--- config.mk ---
export PLATFORM = sky130hd
export DESIGN_NAME = rr_decoder_arbiter
export DESIGN_NICKNAME = d
export VERILOG_FILES = /design/src/rtl/rr_decoder_arbiter.sv
export SDC_FILE = /design/constraint.sdc
export NUM_CORES = 1
export LEC_CHECK = 0
export BUFFER_PORTS_ARGS = -buffer_cell sky130_fd_sc_hd__buf_2
export CAP_MARGIN = 20
export CORE_MARGIN = 3
export CORE_UTILIZATION = 55
export DETAILED_ROUTE_END_ITERATION = 7
export PLACE_DENSITY = 0.77
export SYNTH_ARGS = -nofsm -noshare
export SYNTH_HDL_FRONTEND = slang
export SYNTH_SLANG_ARGS = --single-unit
--- constraint.sdc ---
create_clock -name clk -period 3.3 [get_ports clk]
set_input_delay 0.33 -clock clk [delete_from_list [all_inputs] [get_ports clk]]
set_output_delay 0.33 -clock clk [all_outputs]
set_load 0.02 [all_outputs]
--- src/rtl/rr_decoder_arbiter.sv ---
// Round-robin arbiter for 2**N requesters with a registered one-hot grant.
// Ports: clk, rst_n, req[NREQ] -> gnt[NREQ], gnt_idx[N], gnt_valid, timeout.
module rr_decoder_arbiter #(
    parameter int N        = 3,
    parameter int MAX_HOLD = 16
) (
    input  logic                clk,
    input  logic                rst_n,
    input  logic [2**N-1:0]     req,
    output logic [2**N-1:0]     gnt,
    output logic [N-1:0]        gnt_idx,
    output logic                gnt_valid,
    output logic                timeout
);

    localparam int NREQ = 2**N;
    localparam logic [15:0] HOLD_LIM = 16'(MAX_HOLD);
    localparam logic [NREQ-1:0] ONE = {{(NREQ-1){1'b0}}, 1'b1};

    typedef enum logic [1:0] {
        IDLE,
        BUSY,
        GAP
    } state_t;

    state_t          state_q, state_d;
    logic [N-1:0]    idx_q, idx_d;
    logic            valid_q, valid_d;
    logic [NREQ-1:0] gnt_q, gnt_d;
    logic            timeout_q, timeout_d;
    logic [15:0]     hold_q, hold_d;
    logic [N-1:0]    last_q, last_d;

    logic            win_found;
    logic [N-1:0]    win_idx;
    logic [N-1:0]    cand;
    logic            hold_at_lim;

    // Scan upward from last_q+1; the N-bit add wraps, so the last owner
    // comes up last (offset NREQ truncates to 0).
    always_comb begin
        win_found = 1'b0;
        win_idx   = '0;
        cand      = '0;
        for (int i = 1; i <= NREQ; i++) begin
            cand = last_q + N'(i);
            if (!win_found && req[cand]) begin
                win_found = 1'b1;
                win_idx   = cand;
            end
        end
    end

    assign hold_at_lim = (MAX_HOLD != 0) && (hold_q == HOLD_LIM);

    always_comb begin
        state_d   = state_q;
        idx_d     = idx_q;
        valid_d   = valid_q;
        gnt_d     = gnt_q;
        timeout_d = 1'b0;
        hold_d    = hold_q;
        last_d    = last_q;
        unique case (state_q)
            IDLE, GAP: begin
                if (win_found) begin
                    state_d = BUSY;
                    idx_d   = win_idx;
                    valid_d = 1'b1;
                    gnt_d   = ONE << win_idx;
                    hold_d  = 16'd1;
                end else begin
                    state_d = IDLE;
                    idx_d   = '0;
                    valid_d = 1'b0;
                    gnt_d   = '0;
                end
            end
            BUSY: begin
                if (!req[idx_q] || hold_at_lim) begin
                    state_d   = GAP;
                    idx_d     = '0;
                    valid_d   = 1'b0;
                    gnt_d     = '0;
                    hold_d    = '0;
                    last_d    = idx_q;
                    // Only a forced release of a still-requesting owner
                    timeout_d = req[idx_q];
                end else if (hold_q != 16'hFFFF) begin
                    hold_d = hold_q + 16'd1;
                end
            end
            default: begin
                state_d = IDLE;
                idx_d   = '0;
                valid_d = 1'b0;
                gnt_d   = '0;
            end
        endcase
    end

    always_ff @(posedge clk or negedge rst_n) begin
        if (!rst_n) begin
            state_q   <= IDLE;
            idx_q     <= '0;
            valid_q   <= 1'b0;
            gnt_q     <= '0;
            timeout_q <= 1'b0;
            hold_q    <= '0;
            last_q    <= N'(NREQ - 1);
        end else begin
            state_q   <= state_d;
            idx_q     <= idx_d;
            valid_q   <= valid_d;
            gnt_q     <= gnt_d;
            timeout_q <= timeout_d;
            hold_q    <= hold_d;
            last_q    <= last_d;
        end
    end

    assign gnt       = gnt_q;
    assign gnt_idx   = idx_q;
    assign gnt_valid = valid_q;
    assign timeout   = timeout_q;

endmodule
Word level (Yosys, flattened, before mapping) --
Index checks and enable logic that the tools add are counted.
Cells by class: equal/unequal tests 7, shift-type cells 1, magnitude comparators 9, multiplexer cells 52, $add $sub $neg 8, reductions and logical operators 21
Operator list (count):
- 2-to-1 mux 16 bit | 3
- < comparator 3 x 4 -> 1 bit (second input constant) | 9
- case mux 16 bit (2 select lines) | 1
- 2-to-1 mux 3 bit | 10
- binary-select mux 1 bit (select 3 bit) | 9
- 2-to-1 mux 1 bit | 22
- adder 16 x 1 -> 16 bit (second input constant) | 1
- == test 16 x 5 -> 1 bit (second input constant) | 1
- 2-to-1 mux 8 bit | 2
- != test 16 bit (second input constant) | 1
- case mux 8 bit (2 select lines) | 1
- adder 3 bit (second input constant) | 4
- logical NOT 1 bit | 8
- left shift 1 x 3 -> 8 bit (first input constant) | 1
- logical AND 1 bit | 7
- adder 3 x 2 -> 3 bit (second input constant) | 2
- case mux 3 bit (2 select lines) | 1
- != test 2 bit (second input constant) | 2
- case mux 2 bit (2 select lines) | 1
- adder 3 x 1 -> 3 bit (second input constant) | 1
- != test 3 bit (second input constant) | 1
- AND reduction 3 bit | 1
- == test 2 x 1 -> 1 bit (second input constant) | 1
- == test 2 bit (second input constant) | 1
- 7 further kinds | 7
Storage, ports and cells: bits of input ports 10, output and inout bits 13, register bits 34, logic and storage cells 105

Depth between registers and ports, before layout --
Gate-level depths: netlist (run 1).
depth after elaboration 28, depth in mapped cells 14, mapped depth without buffers 10

Worst setup path after synthesis (run 1) --
OpenSTA, ideal clock, no wires.
path type flip-flop to flip-flop, start point register last_q[0], end point register gnt_q[3] (netlist: gnt[3]), slack -0.038 ns, cell stages (with the launch flop) 14, period minus slack after synthesis 3.338 ns, setup time 0.121 ns, data arrival time 3.217 ns, required time 3.179 ns, path buffers 3, cells stage by stage dfstp_2 buf_6 inv_1 ha_1 clkbuf_1 clkbuf_1 mux4_2 mux2i_1 mux2_2 nor3_1 a21oi_1 o32ai_1 a21oi_1 a22o_1
Between the ends: word-level cells in the longest chain between the ends 28, elaborated cells on any way between the ends 56, classes of those cells 7 x add/sub; 1 x shift; 34 x mux; 14 x reduce/logical
RTL lines:
- start: declaration | RTL line 32 | logic [N-1:0] last_q, last_d;
- start signal: assignment | RTL line 110 | last_q <= N'(NREQ - 1);
- start signal: assignment | RTL line 118 | last_q <= last_d;
- adder 3 x 1 -> 3 bit | RTL line 46 | cand = last_q + N'(i);
- binary-select mux 1 bit (select 3 bit) | RTL line 47 | if (!win_found && req[cand]) begin
- 2-to-1 mux 1 bit (not written as such) | RTL line 47
- 2-to-1 mux 1 bit | RTL line 47
- logical NOT 1 bit | RTL line 47
- logical AND 1 bit | RTL line 47
- 2-to-1 mux 1 bit | RTL line 47
- logical NOT 1 bit | RTL line 47
- [12 not listed]
- logical AND 1 bit | RTL line 47
- 2-to-1 mux 1 bit | RTL line 47
- logical NOT 1 bit | RTL line 47
- logical AND 1 bit | RTL line 47
- 2-to-1 mux 3 bit | RTL line 47
- left shift 1 x 3 -> 8 bit | RTL line 70 | gnt_d = ONE << win_idx;
- 2-to-1 mux 8 bit * | RTL line 66 | if (win_found) begin
- case mux 8 bit (2 select lines) * | RTL line 64 | unique case (state_q)
- end signal: assignment | RTL line 115 | gnt_q <= gnt_d;
- end: declaration | RTL line 29 | logic [NREQ-1:0] gnt_q, gnt_d;
Mark *: on every way between the ends. The rest lies on a longest branch, timed or not. The select of a mux whose other input is x is not followed. A chain may end at the register's enable or synchronous reset.

Worst setup path after layout (run 1) --
start point register last_q[0], end point register hold_q[7]
Between the ends: word-level cells in the longest chain between the ends 27, elaborated cells on any way between the ends 47, classes of those cells 7 x add/sub; 1 x eq/ne; 24 x mux; 15 x reduce/logical
RTL lines:
- adder 3 x 1 -> 3 bit | RTL line 46
- binary-select mux 1 bit (select 3 bit) | RTL line 47
- 2-to-1 mux 1 bit (not written as such) | RTL line 47
- 2-to-1 mux 1 bit | RTL line 47
- logical NOT 1 bit | RTL line 47
- logical AND 1 bit | RTL line 47
- 2-to-1 mux 1 bit | RTL line 47
- logical NOT 1 bit | RTL line 47
- [11 not listed]
- logical NOT 1 bit | RTL line 47
- logical AND 1 bit | RTL line 47
- 2-to-1 mux 1 bit | RTL line 47
- logical NOT 1 bit | RTL line 47
- logical AND 1 bit | RTL line 47
- 2-to-1 mux 1 bit * | RTL line 47
- != test 2 bit (no line) *
- AND reduction 3 bit (no line) *
- end signal: assignment | RTL line 117 | hold_q <= hold_d;
- end: declaration | RTL line 31 | logic [15:0] hold_q, hold_d;
Marks and branches as above.

==> results_dict.tcl, run 1 <==
set metrics [dict create \
    nets 354 \
    ys_types 57 \
    reg2reg_slack_ps 110 \
    required_ps 3490 \
    grt_max_degree 35 \
    syn2layout_area_growth_pct 15.89 \
    num_antenna_cells 0 \
    tightest_slew_ps 731.7 \
    path_clk_slew_ps 70 \
    critPathLaunchType "register" \
    synth_area_leader_cell "dfrtp_1" \
    stdcell_area_mm2 0.003222 \
    post-route-min-period_ps 3191 \
    clock-sinks 34 \
    synth_area_mm2 0.002780 \
    numCtsBuffers 5 \
    syn_inst 299 \
    slowest_stage "dfstp_2" \
    root_buffer "clkbuf_8" \
    cp_slowest_stage_delay_ps 590 \
    globalplace.congestion 0.9543 \
    portBuffers 22 \
    critical_path.startpoint "last_q[0]$_DFFE_PN1P_" \
    synthFlopType "dfrtp_1" \
    synth_top_area_share_pct 27.90 \
    path_buf_inv 4 \
    end_kind "register" \
    met1_length_um 3244 \
    rows 25 \
    vdd.ir_drop.worst_uv 708.8 \
    coreArea_mm2 0.004817 \
    syn-num-nets 313 \
    synthTopCellsByArea "dfrtp_1 (28%), mux4_2 (9.7%), mux2i_1 (4.7%)" \
    cp_top_family "multiplexers" \
    dpl-instance-area_mm2 0.003075 \
    synth_most_common_cell "dfrtp_1" \
    wl_met2_um 3387 \
    dp_hpwl_um 5367 \
    die_h_um 77.10 \
    worst_hold_slack_ps 102.3 \
    p_leak_uw 0.001331 \
    ys_seq_area_share_pct 30.74 \
    start_util_pct 57.71 \
    worstPathMaxFanout 12 \
    clock_path_buffers 2 \
    firstDrtPassIters 5 \
    top_layer_used "met4" \
    path_cells "buf_4, mux4_2, buf_4, mux2i_1, inv_1, o31a_2, nor2b_4, buf_4, o21ai_2, o31ai_1" \
    power.density_mw_per_mm2 1092 \
    vias_per_cell 6.466 \
    max_freq_ghz 0.3133 \
    vias 2638 \
    ys_seq_elements 34 \
    grt_pass1_wl_um 12660 \
    syn_area_per_cell_um2 9.298 \
    insertion_delay_ps 290 \
    yosysWarnings 0 \
    wl_per_cell_um 18.02 \
    yosys-top-cells-count "dfrtp_1 (31), nand2_1 (28), nor2_1 (20)" \
    htreeDepth 2 \
    die_width_um 77.10 \
    wl_met3_um 587 \
    drt.antenna.violating_nets 0 \
    cts_tree "yes" \
    arrival_ps 3380 \
    io_pins 23 \
    drt_iter0_drc 199 \
    slew_headroom_pct 51.22 \
    slew_violations 0 \
    skew_ps 6.967 \
    run_status "finished, final reports clean" \
    cap_violations 0 \
    final_layout_size_suffix_gt1_share_pct 29.62 \
    min_period_over_period_pct 96.71 \
    finalWirelength_um 7354 \
    finalSetupViolCount 0 \
    drc 0 \
    grt_pass1_vias 2584 \
    critPathMostFrequentCell "buf_4" \
    hold_viol 0 \
    hold_class "primary input to async pin" \
    die_area_mm2 0.005944 \
    antenna_found_initial 0 \
    postCtsHoldBufs 0 \
    worstSetupPathType "register to register" \
    synth_edf_count 0 \
    r2r_start "last_q[0]$_DFFE_PN1P_" \
    grt_overflow_total 0 \
    grt_util_all_layers_pct 26.43 \
    async_flop_share_pct 100.0 \
]
## metrics by stage
| stage | total power [uW] | TNS, ps | setup WS, ps | util [%] | cells |
|---|---|---|---|---|---|
| 3_3_place_gp | 2998 | 0 | 117.2 | 63.84 | 399 |
| 6_report | 3518 | 0 | 108.7 | 66.88 | 408 |
| 2_1_floorplan | 2343 | 0 | 64.79 | - | 299 |
| 5_1_grt | 3769 | -108.4 | -24.70 | 66.88 | 408 |
| 3_5_place_dp | 3046 | 0 | 25.93 | 63.84 | 399 |
| 4_1_cts | 3353 | 0 | 2.250 | 65.56 | 407 |
## layout by cell type, fill, tap and decap left out, types with 3 or more instances in the layout
master    instances
o21ai_2           9
a21o_1            5
nor2b_1           7
a22o_1           10
dfrtp_1          31
mux2i_1          10
nand2b_1          8
mux4_2           12
xor2_1            3
buf_4            24
or3_1             3
and3_1            6
dfstp_2           3
o211ai_1          3
nor2_1           20
clkbuf_8          5
nand2_1          28
inv_1            11
o21ai_1           5
a21oi_1           7
mux2_2            6
a211oi_1          4
o21ai_0          15
o31ai_1          10
nand3_1          15
nand4_1           6
buf_2            22
nor4_1            3
nor3_1            4
## final cells by class
cell class / count / area, um^2
multi-input combinational: 241 / 1849
fill: 407 / 1595
sequential: 34 / 854.6
timing repair buffer: 47 / 310.3
tap: 67 / 83.83
clock buffer: 6 / 72.57
inverter: 11 / 41.29
clock inverter: 2 / 10.01
## state kept, by name, indices dropped and copies added, names as in the netlist
signal	cells
hold_q	16
gnt	8
gnt_idx	3
last_q	3
state_q	2
gnt_valid	1
timeout	1
## path summary, 6_finish.rpt
kind | to | cells after the start
worst min register to register | gnt_valid$_DFFE_PN0P_ | 1
worst max register to register | hold_q[7]$_DFFE_PN0P_ | 10
min in group clk | gnt_valid$_DFFE_PN0P_ | 1
max in group asynchronous | hold_q[11]$_DFFE_PN0P_ | 1
worst min-delay path | state_q[0]$_DFFE_PN0P_ | 1
worst max-delay path | hold_q[7]$_DFFE_PN0P_ | 10
## per-layer routing
metal,GRT usage (%),up-vias
li1,-,1222
met1,38.26,1266
met2,40.42,130
met3,5.399,20
met4,7.117,0
met5,0,-
## where the power goes
| part | switching, uW | internal (uW) |
|---|---|---|
| Sequential | 103 | 522 |
| Clock | 152 | 146 |
| Combinational | 1450 | 1140 |
| Total | 1710 | 1810 |
## kinds of logic after synthesis
logic type / synth area share [%]
AOI/OAI and AO/OA: 22.59
xor gates and xnor gates: 1.846
adders and majority gates: 1.800
buffers and inverters: 4.770
DFF: 30.74
muxes: 16.83
and+or+nand+nor: 21.42
## repair_timing
item                                   in CTS  in global routing
endpoints found under the hold margin       0                  0
setup buffers                               0                  1
setup endpoints to repair                   0                 24
gates resized for setup                     0                 12
Power figures use the tool's default switching activity.
==> run 2: changes to the inputs <==
--- a/config.mk
+++ b/config.mk
@@ -10,6 +10,7 @@
 export CORE_MARGIN = 3
 export CORE_UTILIZATION = 55
 export DETAILED_ROUTE_END_ITERATION = 7
+export MAX_ROUTING_LAYER = met4
 export PLACE_DENSITY = 0.77
 export SYNTH_ARGS = -nofsm -noshare
 export SYNTH_HDL_FRONTEND = slang
==> results_dict.tcl, run 2 (same netlist as run 1, synthesis figures left out) <==
set metrics [dict create \
    final.fill_count 407 \
    postCtsHoldBufs 0 \
    num_antenna_cells 0 \
    finalSetupViolCount 0 \
    arrival_ps 3370 \
    start_util_pct 57.71 \
    register_area_um2 854.6 \
    firstDrtPassIters 5 \
    r2r_end "hold_q[7]$_DFFE_PN0P_" \
    rows 25 \
    tightest_slew_ps 741.6 \
    clock_path_buffers 2 \
    vias_per_cell 6.439 \
    worstSetupPathType "register to register" \
    power.density_mw_per_mm2 1092 \
    seqPwrFrac_pct 17.7 \
    p_leak_uw 0.001331 \
    io_pins 23 \
    largest_reg_flops 16 \
    rr_worst_depth 10 \
    root_buffer "clkbuf_8" \
    antenna_found_initial 0 \
    slew_violations 0 \
    final_cell_mix "dfrtp_1 (31), nand2_1 (28), buf_4 (24)" \
    path_buf_inv 4 \
    syn2layout_area_growth_pct 15.89 \
    pwr-share-comb_pct 73.8 \
    skew_ps 4.740 \
    max_freq_ghz 0.3140 \
    finalWirelength_um 7376 \
    globalplace.congestion 0.9717 \
    hold_viol 0 \
    drt.antenna.violating_nets 0 \
    drc 0 \
    numCtsBuffers 5 \
    dp_hpwl_um 5367 \
    p_clk_share_pct 8.5 \
    utilization_pct 66.88 \
    cts_tree "yes" \
    min_period_over_period_pct 96.50 \
    reg2reg_slack_ps 120 \
    worstPathMaxFanout 12 \
    required_ps 3490 \
    path_cells "buf_4, mux4_2, buf_4, mux2i_1, inv_1, o31a_2, nor2b_4, buf_4, o21ai_2, o31ai_1" \
    cp_slowest_stage_delay_ps 590 \
    grt_pass1_wl_um 12650 \
    p_sw_share_pct 48.54 \
    drt_iter0_drc 257 \
    nets 354 \
    path_clk_slew_ps 70 \
    post-route-min-period_ps 3185 \
    clock-sinks 34 \
    vias 2627 \
    grt_overflow_total 0 \
    dpl-instance-area_mm2 0.003075 \
    cp_top_family "multiplexers" \
    coreArea_mm2 0.004817 \
    die_area_mm2 0.005944 \
    power.net_switching_uw 1708 \
    vdd.ir_drop.worst_uv 706.6 \
    grt_pass1_vias 2588 \
    final_common_cell "dfrtp_1" \
    multiInputGateArea_mm2 0.001849 \
    final_layout_size_suffix_gt1_share_pct 29.62 \
    run_status "finished, final reports clean" \
    die_h_um 77.10 \
    path_depth 10 \
    p_int_uw 1811 \
    slowest_stage "dfstp_2" \
    cap_violations 0 \
    portBuffers 22 \
    r2r_start "last_q[0]$_DFFE_PN1P_" \
    critPathMostFrequentCell "buf_4" \
    wl_per_cell_um 18.08 \
    hold_class "primary input to async pin" \
    grt_max_degree 35 \
    slew_headroom_pct 50.56 \
    top_register "hold_q" \
    insertion_delay_ps 290 \
    die_width_um 77.10 \
    stdcell_area_mm2 0.003222 \
    htreeDepth 2 \
    end_kind "register" \
    critPathLaunchType "register" \
    grt_util_all_layers_pct 27.15 \
]
[run 2: through the flow]
step | total power, uW | hold WS [ps] | TNS [ps] | worst slack [ps] | cells
2_1_floorplan | 2343 | 34.41 | 0 | 64.79 | 299
4_1_cts | 3353 | 126.8 | 0 | 2.250 | 407
5_1_grt | 3769 | 152.3 | -132.7 | -27.29 | 408
3_3_place_gp | 2998 | 437.4 | 0 | 117.2 | 399
6_report | 3519 | 104.4 | 0 | 115.5 | 408
3_5_place_dp | 3046 | 435.8 | 0 | 25.93 | 399
[run 2: cell type report]
class | count | area share [%]
Tap cell | 67 | 2.602
Multi-Input combinational cell | 241 | 57.40
Sequential cell | 34 | 26.52
Clock buffer | 6 | 2.252
Inverter | 11 | 1.282
Clock inverter | 2 | 0.3107
Timing Repair Buffer | 47 | 9.631
[run 2: how the worst max path moves through the flow]
stage | startpoint | endpoint | slack (ps)
floorplan | last_q[0]$_DFFE_PN1P_ | gnt[3]$_DFFE_PN0P_ | 60
detailed placement | last_q[0]$_DFFE_PN1P_ | hold_q[7]$_DFFE_PN0P_ | 30
CTS | last_q[0]$_DFFE_PN1P_ | hold_q[7]$_DFFE_PN0P_ | 2
global placement | last_q[0]$_DFFE_PN1P_ | gnt[4]$_DFFE_PN0P_ | 120
finish | last_q[0]$_DFFE_PN1P_ | hold_q[7]$_DFFE_PN0P_ | 120
global route | last_q[0]$_DFFE_PN1P_ | hold_q[7]$_DFFE_PN0P_ | -30
[run 2: what timing repair did]
item | CTS | global route
setup buffers | 0 | 1
resized for setup | 0 | 12
endpoints found under the setup margin | 0 | 24
[run 2: power by group through the flow]
stage,clock [uW],combinational (uW),sequential (uW)
CTS,299,2430,625
finish,298,2600,624
global placement,0,2370,626
global route,317,2810,641
floorplan,0,1700,644
detailed placement,0,2420,631
[run 2: metal layers]
metal	vias up	GRT usage, %	routed length, um
met5	-	-	0
met3	17	5.399	634
met2	123	40.16	3354
li1	1227	-	-
met4	0	7.117	110
met1	1260	38.41	3277
==> run 3: changes to the inputs <==
--- a/config.mk
+++ b/config.mk
@@ -12,6 +12,7 @@
 export DETAILED_ROUTE_END_ITERATION = 7
 export MAX_ROUTING_LAYER = met4
 export PLACE_DENSITY = 0.77
+export RECOVER_POWER = 50
 export SYNTH_ARGS = -nofsm -noshare
 export SYNTH_HDL_FRONTEND = slang
 export SYNTH_SLANG_ARGS = --single-unit
==> results_dict.tcl, run 3 (same netlist as run 1, synthesis figures left out) <==
set metrics [dict create \
    grt_pass1_wl_um 12650 \
    top_register "hold_q" \
    dp_slack_ps 25.93 \
    die_width_um 77.10 \
    skew_ps 7.579 \
    slew_violations 35 \
    drt_iter0_drc 259 \
    vias 2664 \
    nets 354 \
    arrival_ps 3380 \
    setup_tns_ps 0 \
    numCtsBuffers 5 \
    p_sw_share_pct 48.72 \
    syn2layout_area_growth_pct 15.62 \
    power.density_mw_per_mm2 1096 \
    tightest_slew_ps 1794 \
    setup_slack_ps 102.3 \
    antenna_found_initial 0 \
    slowest_stage "dfstp_2" \
    postCtsHoldBufs 0 \
    root_buffer "clkbuf_8" \
    grt_pass1_vias 2588 \
    critPathMostFrequentCell "buf_4" \
    globalplace.congestion 0.9717 \
    min_period_over_period_pct 96.90 \
    rows 25 \
    p_int_uw 1806 \
    coreArea_mm2 0.004817 \
    grt_max_degree 35 \
    register_area_um2 854.6 \
    final.fill_count 409 \
    cp_slowest_stage_delay_ps 590 \
    slew_headroom_pct -19.60 \
    required_ps 3480 \
    final_cell_mix "dfrtp_1 (31), nand2_1 (28), buf_4 (24)" \
    seqPwrFrac_pct 17.8 \
    wl_per_cell_um 18.16 \
    hold_viol 0 \
    clock_path_buffers 2 \
    critPathLaunchType "register" \
    die_h_um 77.10 \
    multiInputGateArea_mm2 0.001849 \
    path_buf_inv 4 \
    cp_top_family "multiplexers" \
    clock-sinks 34 \
    path_cells "buf_4, mux4_2, buf_4, mux2i_1, inv_1, o31a_2, nor2b_4, buf_4, o21ai_2, o31ai_1" \
    hold_class "register to register" \
    largest_reg_flops 16 \
    cap_violations 1 \
    finalSetupViolCount 0 \
    io_pins 23 \
    run_status "complete, but fails checks" \
    worstPathMaxFanout 12 \
    drc 0 \
    max_freq_ghz 0.3127 \
    start_util_pct 57.71 \
    final_common_cell "dfrtp_1" \
    finalWirelength_um 7410 \
    power.net_switching_uw 1716 \
    grt_util_all_layers_pct 27.15 \
    end_kind "register" \
    htreeDepth 2 \
    p_leak_uw 0.001309 \
    drt.antenna.violating_nets 0 \
    cts_tree "yes" \
    num_antenna_cells 0 \
    pwr-share-comb_pct 73.8 \
    worstSetupPathType "register to register" \
    insertion_delay_ps 290 \
    die_area_mm2 0.005944 \
    dp_hpwl_um 5367 \
    vdd.ir_drop.worst_uv 705.1 \
    vias_per_cell 6.529 \
    firstDrtPassIters 5 \
    p_clk_share_pct 8.5 \
    grt_overflow_total 0 \
    violations "capacitance limit, slew limit" \
    final_layout_size_suffix_gt1_share_pct 27.86 \
    portBuffers 22 \
    path_clk_slew_ps 70 \
    post-route-min-period_ps 3198 \
]
run 3: cell types whose count changed in the layout (fill, tap and decap cells not counted):
cell	previous run	this run
clkbuf_1	1	7
buf_2	22	16
run 3: what timing repair did:
| item | 4_1_cts | 5_1_grt |
|---|---|---|
| endpoints found under the setup margin | 0 | 24 |
| gates resized for setup | 0 | 12 |
| setup buffers | 0 | 1 |
run 3: final timing paths:
check                                            from                     end  depth (start not counted)  slack, ps
min in group asynchronous                       rst_n  hold_q[12]$_DFFE_PN0P_                          1        520
worst max-delay path            last_q[0]$_DFFE_PN1P_   hold_q[7]$_DFFE_PN0P_                         10        100
max in group asynchronous                       rst_n  hold_q[14]$_DFFE_PN0P_                          1       1750
worst min register to register  gnt_valid$_DFFE_PN0P_   gnt_valid$_DFFE_PN0P_                          1        510
worst max register to register  last_q[0]$_DFFE_PN1P_   hold_q[7]$_DFFE_PN0P_                         10        100
worst min-delay path            gnt_valid$_DFFE_PN0P_   gnt_valid$_DFFE_PN0P_                          1        510
run 3: power groups by stage:
stage,Clock [uW],Sequential [uW],Combinational (uW)
5_1_grt,317,642,2810
2_1_floorplan,0,644,1700
4_1_cts,299,625,2430
6_report,299,625,2600
3_3_place_gp,0,626,2370
3_5_place_dp,0,631,2420
run 3: final cells by class:
type	instances	area share, %
clock buffer	6	2.258
timing repair buffer	47	9.420
sequential	34	26.59
inverter	11	1.285
clock inverter	2	0.3114
multi-input combinational	241	57.53
tap	67	2.608
run 3: layer usage:
metal	routed length, um	global-route usage [%]	up-vias
met2	3387	40.16	127
met5	0	-	-
met4	151	7.117	0
met3	638	5.399	24
li1	-	-	1225
met1	3233	38.41	1288
run 3: metrics by stage:
stage,hold slack [ps],power (uW),std cells,cell area [um^2],utilization (%)
finish,505.8,3522,408,3214,66.73
floorplan,34.41,2343,299,2781,-
global route,543.9,3765,408,3214,66.73
CTS,126.8,3353,407,3158,65.56
detailed placement,435.8,3046,399,3075,63.84
global placement,437.4,2998,399,3075,63.84
